**src/rtl/mem_stream_reader.sv**
```systemverilog
// mem_stream_reader: read-side engine for a single-clock simple dual-port RAM.
// On an accepted start it reads len consecutive words from base_addr (address wraps) through the
// RAM's 1-cycle registered read port and emits them as an AXI-Stream master with full
// backpressure. Up to 3 reads are outstanding, which the 3-entry skid buffer can always absorb,
// so the stream sustains 1 beat/cycle while m_axis_tready is held high.
//
// Ports:
//   clk, rst          clock, synchronous active-high reset
//   start             command strobe, accepted only when busy=0
//   base_addr, len    first address and word count (0..2^ADDR_WIDTH), sampled on accept
//   raddr, rdata      RAM read address (registered) and RAM read data
//   m_axis_*          AXI-Stream master (tdata/tvalid/tready/tlast)
//   busy              high from accepted start until the final beat handshakes
//   done              one-cycle pulse after completion (or after a len=0 start)
module mem_stream_reader #(
    parameter int unsigned ADDR_WIDTH = 4,
    parameter int unsigned DATA_WIDTH = 32
) (
    input  logic                  clk,
    input  logic                  rst,
    input  logic                  start,
    input  logic [ADDR_WIDTH-1:0] base_addr,
    input  logic [ADDR_WIDTH:0]   len,
    output logic [ADDR_WIDTH-1:0] raddr,
    input  logic [DATA_WIDTH-1:0] rdata,
    output logic [DATA_WIDTH-1:0] m_axis_tdata,
    output logic                  m_axis_tvalid,
    input  logic                  m_axis_tready,
    output logic                  m_axis_tlast,
    output logic                  busy,
    output logic                  done
);

    localparam logic [ADDR_WIDTH:0]   LenOne  = 1;
    localparam logic [ADDR_WIDTH-1:0] AddrOne = 1;

    logic                  busy_q;
    logic                  done_q;
    logic [ADDR_WIDTH-1:0] raddr_q;
    logic [ADDR_WIDTH:0]   len_q;
    logic [ADDR_WIDTH:0]   issue_rem_q;
    logic [ADDR_WIDTH:0]   pop_cnt_q;
    logic [1:0]            outstanding_q;
    logic [1:0]            outstanding_d;
    // Pipeline valid bits: address presented to RAM, then RAM output holding real data.
    logic                  rd_issued_q;
    logic                  rd_data_vld_q;

    logic [DATA_WIDTH-1:0] skid_mem_q [3];
    logic [1:0]            skid_wr_q;
    logic [1:0]            skid_rd_q;
    logic [1:0]            skid_cnt_q;

    logic accept;
    logic start_issue;
    logic issue;
    logic hs;
    logic last_beat;
    logic finish;
    logic push;
    logic pop;

    function automatic logic [1:0] next_ptr(input logic [1:0] p);
        return (p == 2'd2) ? 2'd0 : p + 2'd1;
    endfunction

    always_comb begin
        accept      = start && !busy_q;
        start_issue = accept && (len != '0);
        hs          = m_axis_tvalid && m_axis_tready;
        last_beat   = (pop_cnt_q == (len_q - LenOne));
        finish      = hs && last_beat;
        // A slot frees up at the same edge as a handshake, so issuing then is still safe.
        issue       = busy_q && (issue_rem_q != '0) && ((outstanding_q != 2'd3) || hs);
        push        = rd_data_vld_q;
        pop         = hs;

        outstanding_d = outstanding_q;
        if ((start_issue || issue) && !hs) begin
            outstanding_d = outstanding_q + 2'd1;
        end else if (!(start_issue || issue) && hs) begin
            outstanding_d = outstanding_q - 2'd1;
        end
    end

    always_ff @(posedge clk) begin
        if (rst) begin
            busy_q        <= 1'b0;
            done_q        <= 1'b0;
            raddr_q       <= '0;
            len_q         <= '0;
            issue_rem_q   <= '0;
            pop_cnt_q     <= '0;
            outstanding_q <= '0;
            rd_issued_q   <= 1'b0;
            rd_data_vld_q <= 1'b0;
            skid_wr_q     <= '0;
            skid_rd_q     <= '0;
            skid_cnt_q    <= '0;
            for (int i = 0; i < 3; i++) begin
                skid_mem_q[i] <= '0;
            end
        end else begin
            done_q        <= finish || (accept && (len == '0));
            outstanding_q <= outstanding_d;
            rd_issued_q   <= start_issue || issue;
            rd_data_vld_q <= rd_issued_q;

            if (start_issue) begin
                busy_q      <= 1'b1;
                raddr_q     <= base_addr;
                len_q       <= len;
                issue_rem_q <= len - LenOne;
                pop_cnt_q   <= '0;
            end else begin
                if (issue) begin
                    raddr_q     <= raddr_q + AddrOne;
                    issue_rem_q <= issue_rem_q - LenOne;
                end
                if (hs) begin
                    pop_cnt_q <= pop_cnt_q + LenOne;
                end
                if (finish) begin
                    busy_q <= 1'b0;
                end
            end

            if (push) begin
                skid_mem_q[skid_wr_q] <= rdata;
                skid_wr_q             <= next_ptr(skid_wr_q);
            end
            if (pop) begin
                skid_rd_q <= next_ptr(skid_rd_q);
            end
            unique case ({push, pop})
                2'b10:   skid_cnt_q <= skid_cnt_q + 2'd1;
                2'b01:   skid_cnt_q <= skid_cnt_q - 2'd1;
                default: skid_cnt_q <= skid_cnt_q;
            endcase

            skid_overflow: assert (!(push && !pop && (skid_cnt_q == 2'd3)));
        end
    end

    always_comb begin
        raddr         = raddr_q;
        busy          = busy_q;
        done          = done_q;
        m_axis_tvalid = (skid_cnt_q != 2'd0);
        m_axis_tdata  = skid_mem_q[skid_rd_q];
        m_axis_tlast  = m_axis_tvalid && last_beat;
    end

endmodule

```
**config.mk**
```make
export PLATFORM = sky130hd
export DESIGN_NAME = mem_stream_reader
export DESIGN_NICKNAME = d
export VERILOG_FILES = /design/src/rtl/mem_stream_reader.sv
export SDC_FILE = /design/constraint.sdc
export NUM_CORES = 1
export LEC_CHECK = 0
export ABC_CLOCK_PERIOD_IN_PS = 3400
export BUFFER_PORTS_ARGS = -buffer_cell sky130_fd_sc_hd__buf_2
export CAP_MARGIN = 30
export CELL_PAD_IN_SITES_DETAIL_PLACEMENT = 1
export CELL_PAD_IN_SITES_GLOBAL_PLACEMENT = 1
export CORE_ASPECT_RATIO = 0.8
export CORE_MARGIN = 2
export CORE_UTILIZATION = 25
export CTS_BUF_LIST = sky130_fd_sc_hd__clkbuf_2
export CTS_CLUSTER_DIAMETER = 80
export DETAILED_ROUTE_END_ITERATION = 16
export PLACE_DENSITY_LB_ADDON = 0.15
export REMOVE_ABC_BUFFERS = 1
export SYNTH_ARGS = -nofsm -noshare
export SYNTH_HDL_FRONTEND = slang
export SYNTH_SLANG_ARGS = --single-unit
```
**constraint.sdc**
```tcl
create_clock -name clk -period 3.4 [get_ports clk]
set_clock_uncertainty 0.1 [all_clocks]
set_input_delay 0.51 -clock clk [delete_from_list [all_inputs] [get_ports clk]]
set_output_delay 0.51 -clock clk [all_outputs]
set_load 0.02 [all_outputs]
```
==> results.md, run 1 <==
- Largest net degree at the start of global routing: 33
- GRT Util Overall: 0.127
- DRC: 0
- EDFF count, synth: 128
- Internal power: 3030 uW
- Clock Sinks: 161
- Cell Rows: 54
- Final hold violations: 0
- Critical Path Start Type: input pin
- Pre-CTS WS: 0.0271 ns
- Critical-path cell list: dlygate4sd3_1 > buf_2 > nor4_1 > a21oi_2 > and2_1 > a21oi_1 > ha_1 > inv_1 > or3_1 > or3_2 > a311oi_1
- Register area share after synthesis: 0.651
- Vias in the first global route: 4,528
- Total gr overflow: 0
- Port-buffer cells: 84
- Routability cong.: 0.748
- Routed WL per cell: 17.7 um
- Maximum clock path buffer count: 2
- Initial drt markers: 125
- Clock network fraction of total power: 0.280
- Synthesized cell area: 6910 sq um
- Post-synthesis register bit count: 161
- Sequential power share: 0.549
- Final Slew Violations: 0
- Minimum clock period: 3.18 ns
- Ys async rst share: 0
- Initial Util: 0.254
- CP Max Fanout: 9
- Combinational share of power: 0.172
- Pleak: 0.00315 uW
- Met1 Use GR: 0.164
- Initial antenna violation count: 3
- Die Ht: 153 um
- DR vias: 4,258
- Min-delay worst type: in2reg
- Grt met2 use: 0.206
- First-pass GRT wire length: 26.9 mm
- Critical path class: in2reg
- Largest stage delay on the critical path: 0.62 ns
- Critical Path AT: 3.72 ns
- Die X: 190 um
- CTS Root Buffer Type: clkbuf_2
- Most Crowded Layer GR: met2
- Net switching power: 1110 uW
- Final core occ: 0.314
- RSZ-0062 raised after global routing: false
- Slew HR: 0.545
- Most common cell after layout, fill and taps aside: edfxtp_1
- Critical Path End Type: register
- Max H-tree Level: 4
- CP top delay family: simple AND/OR/NAND/NOR gates
- Worst skew pair latency: 0.70 ns
- Final setup vio count: 0
- Io pins: 85
- Vias/cell: 4.32
- FILL cells: 2,912
- Most used flip-flop cell after synthesis: edfxtp_1
- Die ar.: 29,000 sq um
- Sum Neg Setup Slack: 0 ns
- Clock Pin Slew Worst Setup and Hold Paths: 0.22 ns
- Status: finished clean
- Most frequent cells in the layout: 128 x edfxtp_1, 97 x and2_1, 84 x buf_2, 43 x dlygate4sd3_1, 32 x mux4_2
- Yosys warns: 0
- M3 GR Usage: 0.0343
- Core footprint: 27,200 sq um
- Cts bufs inserted: 17
- Pwr/cell area: 485 nW/um^2
- Routed Antenna Nets: 0
- Buffer and inverter count on the worst path: 3
- PnR worst setup slack: 0.222 ns
- CTS tree: done
- Crit share post-route: 0.935
- WP data required: 3.94 ns
- Post-DP HPWL: 10.7 mm
- Fmax: 315 MHz
- Routed wire length: 17.5 mm
- Sw Share: 0.268
- Max-cap violations: 0
- Ratio of cells with drive above 1 in the final layout: 0.301
- Synth-to-layout area growth: 23.5%
- First-pass DRT Iterations: 4
- Avg Cell Area, Syn: 14.8 sq um
- Slowest CP cell: nor4_1
- Setup Buffers After CTS: 0
- Distinct cells, synth: 48
- Post-Syn Instances: 467
- Peak supply drop: 0.000178 V
- NumNets Final: 656
- Slew @ Worst Pin: 0.677 ns
-- flip-flops by register name, summed over array words and instances (netlist names), named ones only --
signal	cells
rd_issued_q	1
skid_cnt_q	2
len_q	5
busy	1
push	1
outstanding_q	2
pop_cnt_q	5
done	1
skid_mem_q	128
issue_rem_q	5
raddr	4
skid_wr_q	2
skid_rd_q	2
-- worst paths after layout --
check	start	end	slack [ns]	depth (start not counted)
min	m_axis_tready	pop_cnt_q[1]	0.33	5
min reg2reg	rd_issued_q	push	0.38	1
max	len[0]	issue_rem_q[4]	0.22	11
max reg2reg	busy	issue_rem_q[4]	0.78	9
-- cell type report --
class,count,area (sq um),area share
sequential,161,4510,0.528
multi-input combinational,272,2270,0.266
timing repair buffer,144,1000,0.118
tap,364,455,0.0533
clock inverter,9,144,0.0169
clock buffer,23,115,0.0135
inverter,9,33.8,0.00396
antenna,3,7.51,0.000879
-- synthesized netlist by cell type (all sizes together), types with 6 or more instances --
library cell	n	area (sq um)
nor2	21	81.3
edfxtp	128	3840
a21oi	17	88.8
xor2	10	87.6
clkbuf	14	52.6
inv	9	33.8
ha	6	75.1
or3	7	48.8
nand2	19	71.3
o21ai	6	30.0
mux4	32	721
buf	11	70.1
xnor2	8	70.1
dfxtp	33	661
and2	97	607
-- worst register-to-register path, cell delays in order, from the launching register on --
cell	delay [ns]
dfxtp_1	0.49
nand2b_1	0.21
a21oi_2	0.11
and2_1	0.23
a21oi_1	0.13
ha_1	0.24
inv_1	0.08
or3_1	0.32
or3_2	0.41
a311oi_1	0.25
-- logic make-up (layout without fill, tap and decap cells) --
family	Yosys count	in the layout	synth area share
compound gates	45	45	0.0451
xor+xnor	18	18	0.0228
fa+ha+maj	6	6	0.0109
buf+inv	34	185	0.0226
flops	161	161	0.651
mux	32	32	0.104
other cells	0	3	0
simple gates	171	171	0.143
-- what timing repair did --
action	4_1_cts	5_1_grt
gates resized for setup	0	4
setup endpoints to repair	0	1
hold buffers	43	0
endpoints found under the hold margin	142	0
-- power by group through the flow --
stage | Sequential [uW] | Clock, uW | Combinational [uW]
after floorplan | 2340 | 0 | 394
after global placement | 2310 | 0 | 669
after detailed placement | 2320 | 0 | 683
after CTS | 2270 | 1230 | 727
after global routing | 2280 | 1300 | 779
final | 2270 | 1160 | 710
-- metal layers --
metal  up-vias  share of wire  wire (um)
met1      2178           0.47       8160
met3        12          0.031        545
met4         0          0.011        199
met2        64           0.49       8550
li1       2004              -          -
met5         -              0          0
-- metrics by stage --
stage	total power, uW	hold slack [ns]	instances	cell area (sq um)
floorplan	2730	0.314	442	6790
global placement	2980	0.328	906	7820
detailed placement	3000	0.337	907	7840
CTS	4220	0.178	982	8530
global route	4360	0.150	985	8540
finish	4140	0.330	985	8540
Note: power is estimated with default switching activity, not from simulation.
==> run 2: changes to the inputs <==
ABC_AREA = 1   (was default)
SLEW_MARGIN = 20   (was default)
==> run 2 against run 1 <==
Net effect:
- critical path depth fell by 7
- power increased by 1.1%
- clock power shrank 9%
- worst hold slack got worse by 0.21 ns
- sequential power about the same
- combinational power up 20%
- first-iteration DRC count rose by 58%
==> results.md, run 2 <==
- Most Crowded Layer GR: met2
- DR vias: 5,226
- Io pins: 85
- Initial drt markers: 197
- Synth Area in Adders: 0.0108
- Most frequent cells in the layout: 169 x nor2_1, 128 x edfxtp_1, 84 x buf_2, 80 x o21ai_0, 65 x inv_1
- GRT Util Overall: 0.137
- Minimum clock period: 3.06 ns
- Net switching power: 1340 uW
- Min-delay worst type: in2reg
- Vias/cell: 4.44
- Slew @ Worst Pin: 0.561 ns
- Critical-path cell list: buf_4 > o21ai_0 > o22ai_1 > buf_2
- M3 GR Usage: 0.0273
- Initial Util: 0.254
- Routed wire length: 19.1 mm
- Peak supply drop: 0.000191 V
- Final Total Pwr: 4180 uW
- Port-buffer cells: 84
- Slowest CP cell: dfxtp_4
- Clock Sinks: 161
- Critical Path Start Type: register
- Vias in the first global route: 5,567
- Max H-tree Level: 4
- Maximum clock path buffer count: 2
- Cell with the most instances after synthesis: nor2_1
- Simple-gate share of the synthesized area: 0.151
- Max reg flops: 128
- Sw Share: 0.321
- Final setup vio count: 0
- CP Max Fanout: 34
- Multiplexer share of the synthesized area: 0
- Synth-to-layout area growth: 23.0%
- Clock Pin Slew Worst Setup and Hold Paths: 0.27 ns
- Worst Hold Path Cells: 5
- Status: finished clean
- Core footprint: 27,200 sq um
- Routed WL per cell: 16.2 um
- Grt met2 use: 0.227
- Ratio of cells with drive above 1 in the final layout: 0.200
- WP data required: 2.79 ns
- Total gr overflow: 0
- Main combinational cell family by area after synthesis: simple AND/OR/NAND/NOR gates
- Post-Syn Instances: 666
- Cts bufs inserted: 17
- Synth Area in XOR/XNOR: 0.0126
- Die ar.: 29,100 sq um
- Distinct cells, synth: 37
- Worst skew pair latency: 0.74 ns
- Routability cong.: 0.751
- Post-synthesis register bit count: 161
- Top reg by flops: skid_mem_q
- Synthesized cell area: 6930 sq um
- Synth cell count leaders: 169 x nor2_1, 128 x edfxtp_1, 80 x o21ai_0
- Combinational share of power: 0.203
- DRC: 0
- Crit share post-route: 0.900
- Die Ht: 153 um
- Register area share after synthesis: 0.650
- First-pass GRT wire length: 30.5 mm
- NumNets Final: 850
- Post-synth top area share: 0.555
- Met1 Use GR: 0.180
- Cells on worst reg2reg path: 8
- RSZ-0062 raised after global routing: false
- Pleak: 0.00345 uW
- Post-DP HPWL: 12.0 mm
- Sequential power share: 0.545
- CTS tree: done
- Avg Cell Area, Syn: 10.4 sq um
- Synth area leader: edfxtp_1
- Critical Path End Type: output port
- Inst Count DP: 1,097
- Initial antenna violation count: 1
- Critical Path AT: 2.45 ns
- FILL cells: 3,093
- Largest net degree at the start of global routing: 35
- Final hold violations: 0
- CTS Root Buffer Type: clkbuf_2
- Critical path class: reg2out
- Die X: 190 um
- Routed Antenna Nets: 0
- Post-Layout Cell Count: 1,177
- Internal power: 2840 uW
- Synth area leaders: edfxtp_1 55%, dfxtp_1 9.5%, nor2_1 9.2%, o21ai_0 5.8%, inv_1 3.5%
- Final Slew Violations: 0
- Slew HR: 0.626
- EDFF count, synth: 128
- Final core occ: 0.313
- Fmax: 327 MHz
- Max-cap violations: 0
- Yosys warns: 0
- Setup Buffers After CTS: 0
- First-pass DRT Iterations: 4
- Design area: 8520 sq um
- Sum Neg Setup Slack: 0 ns
- Area after DPL: 7820 sq um
- Most used flip-flop cell after synthesis: edfxtp_1
- Cell Rows: 54
- Ys async rst share: 0
- Largest stage delay on the critical path: 0.62 ns
- Clock network fraction of total power: 0.252
- Synth Area in Compound Gates: 0.117
- Most common cell after layout, fill and taps aside: nor2_1
- Pwr/cell area: 491 nW/um^2
## run 2: changes by cell type after synthesis, sizes merged, moves of 5 or more
cell / before / now
or3: 7 / 0
o22ai: 0 / 34
nand2: 19 / 43
clkbuf: 14 / 23
and2: 97 / 0
o21ai: 6 / 82
nand3: 2 / 17
xor2: 10 / 5
inv: 9 / 68
nor2: 21 / 173
mux4: 32 / 0
## run 2: power by group through the flow
stage / clock network (uW) / logic (uW) / registers [uW]
floorplan: 0 / 487 / 2330
CTS: 1100 / 871 / 2280
detailed placement: 0 / 829 / 2320
global placement: 0 / 810 / 2320
global route: 1170 / 954 / 2290
finish: 1050 / 851 / 2280
## run 2: path summary, 6_finish.rpt
check / start / to / slack (ns)
hold / removal: start / len_q[1] / 0.12
setup reg to reg: len_q[0] / done / 1.21
setup / recovery: register / m_axis_tdata[20] / 0.34
hold reg to reg: rd_issued_q / push / 0.34
## run 2: per-layer routing
layer	routed length (um)	share of wire	up-vias
met4	247	0.013	0
met2	8960	0.47	76
met3	662	0.035	16
met5	0	0	-
li1	-	-	2533
met1	9220	0.48	2601
## run 2: final cells by class
type                    count  area, sq um  share of cell area
clock inverters            15          141              0.0166
diodes                      1         2.50            0.000294
repair buffers            146         1020               0.119
flip-flops and latches    161         4510               0.529
clock buffers              17         85.1             0.00998
inverters                  70          267              0.0313
multi-input cells         403         2050               0.240
well taps                 364          455              0.0534
## run 2: kinds of logic (layout without fill, tap and decap cells)
| kind of cell | after synthesis | count (layout) |
|---|---|---|
| AOI/OAI and AO/OA | 145 | 145 |
| xor gates and xnor gates | 10 | 10 |
| adders and majority gates | 6 | 6 |
| buffers and inverters | 102 | 248 |
| DFF | 161 | 161 |
| other | 0 | 1 |
| and+or+nand+nor | 242 | 242 |
## run 2: stage by stage
stage | worst slack, ns | hold slack, ns
floorplan | -0.911 | 0.288
global placement | 0.956 | 0.299
detailed placement | 0.936 | 0.298
CTS | 0.0560 | 0.0212
global route | 0.117 | 0.0496
finish | 0.341 | 0.116
## run 2: critical path, delay by kind of cell, from the launching register on
family	cells	cell delay, ns
buf+inv	2	0.64
flops	1	0.62
compound gates	2	0.47
## run 2: what timing repair did
item | 4_1_cts | 5_1_grt
hold buffers | 47 | 0
setup endpoints to repair | 0 | 21
hold endpoints to repair | 142 | 0
resized for setup | 0 | 2
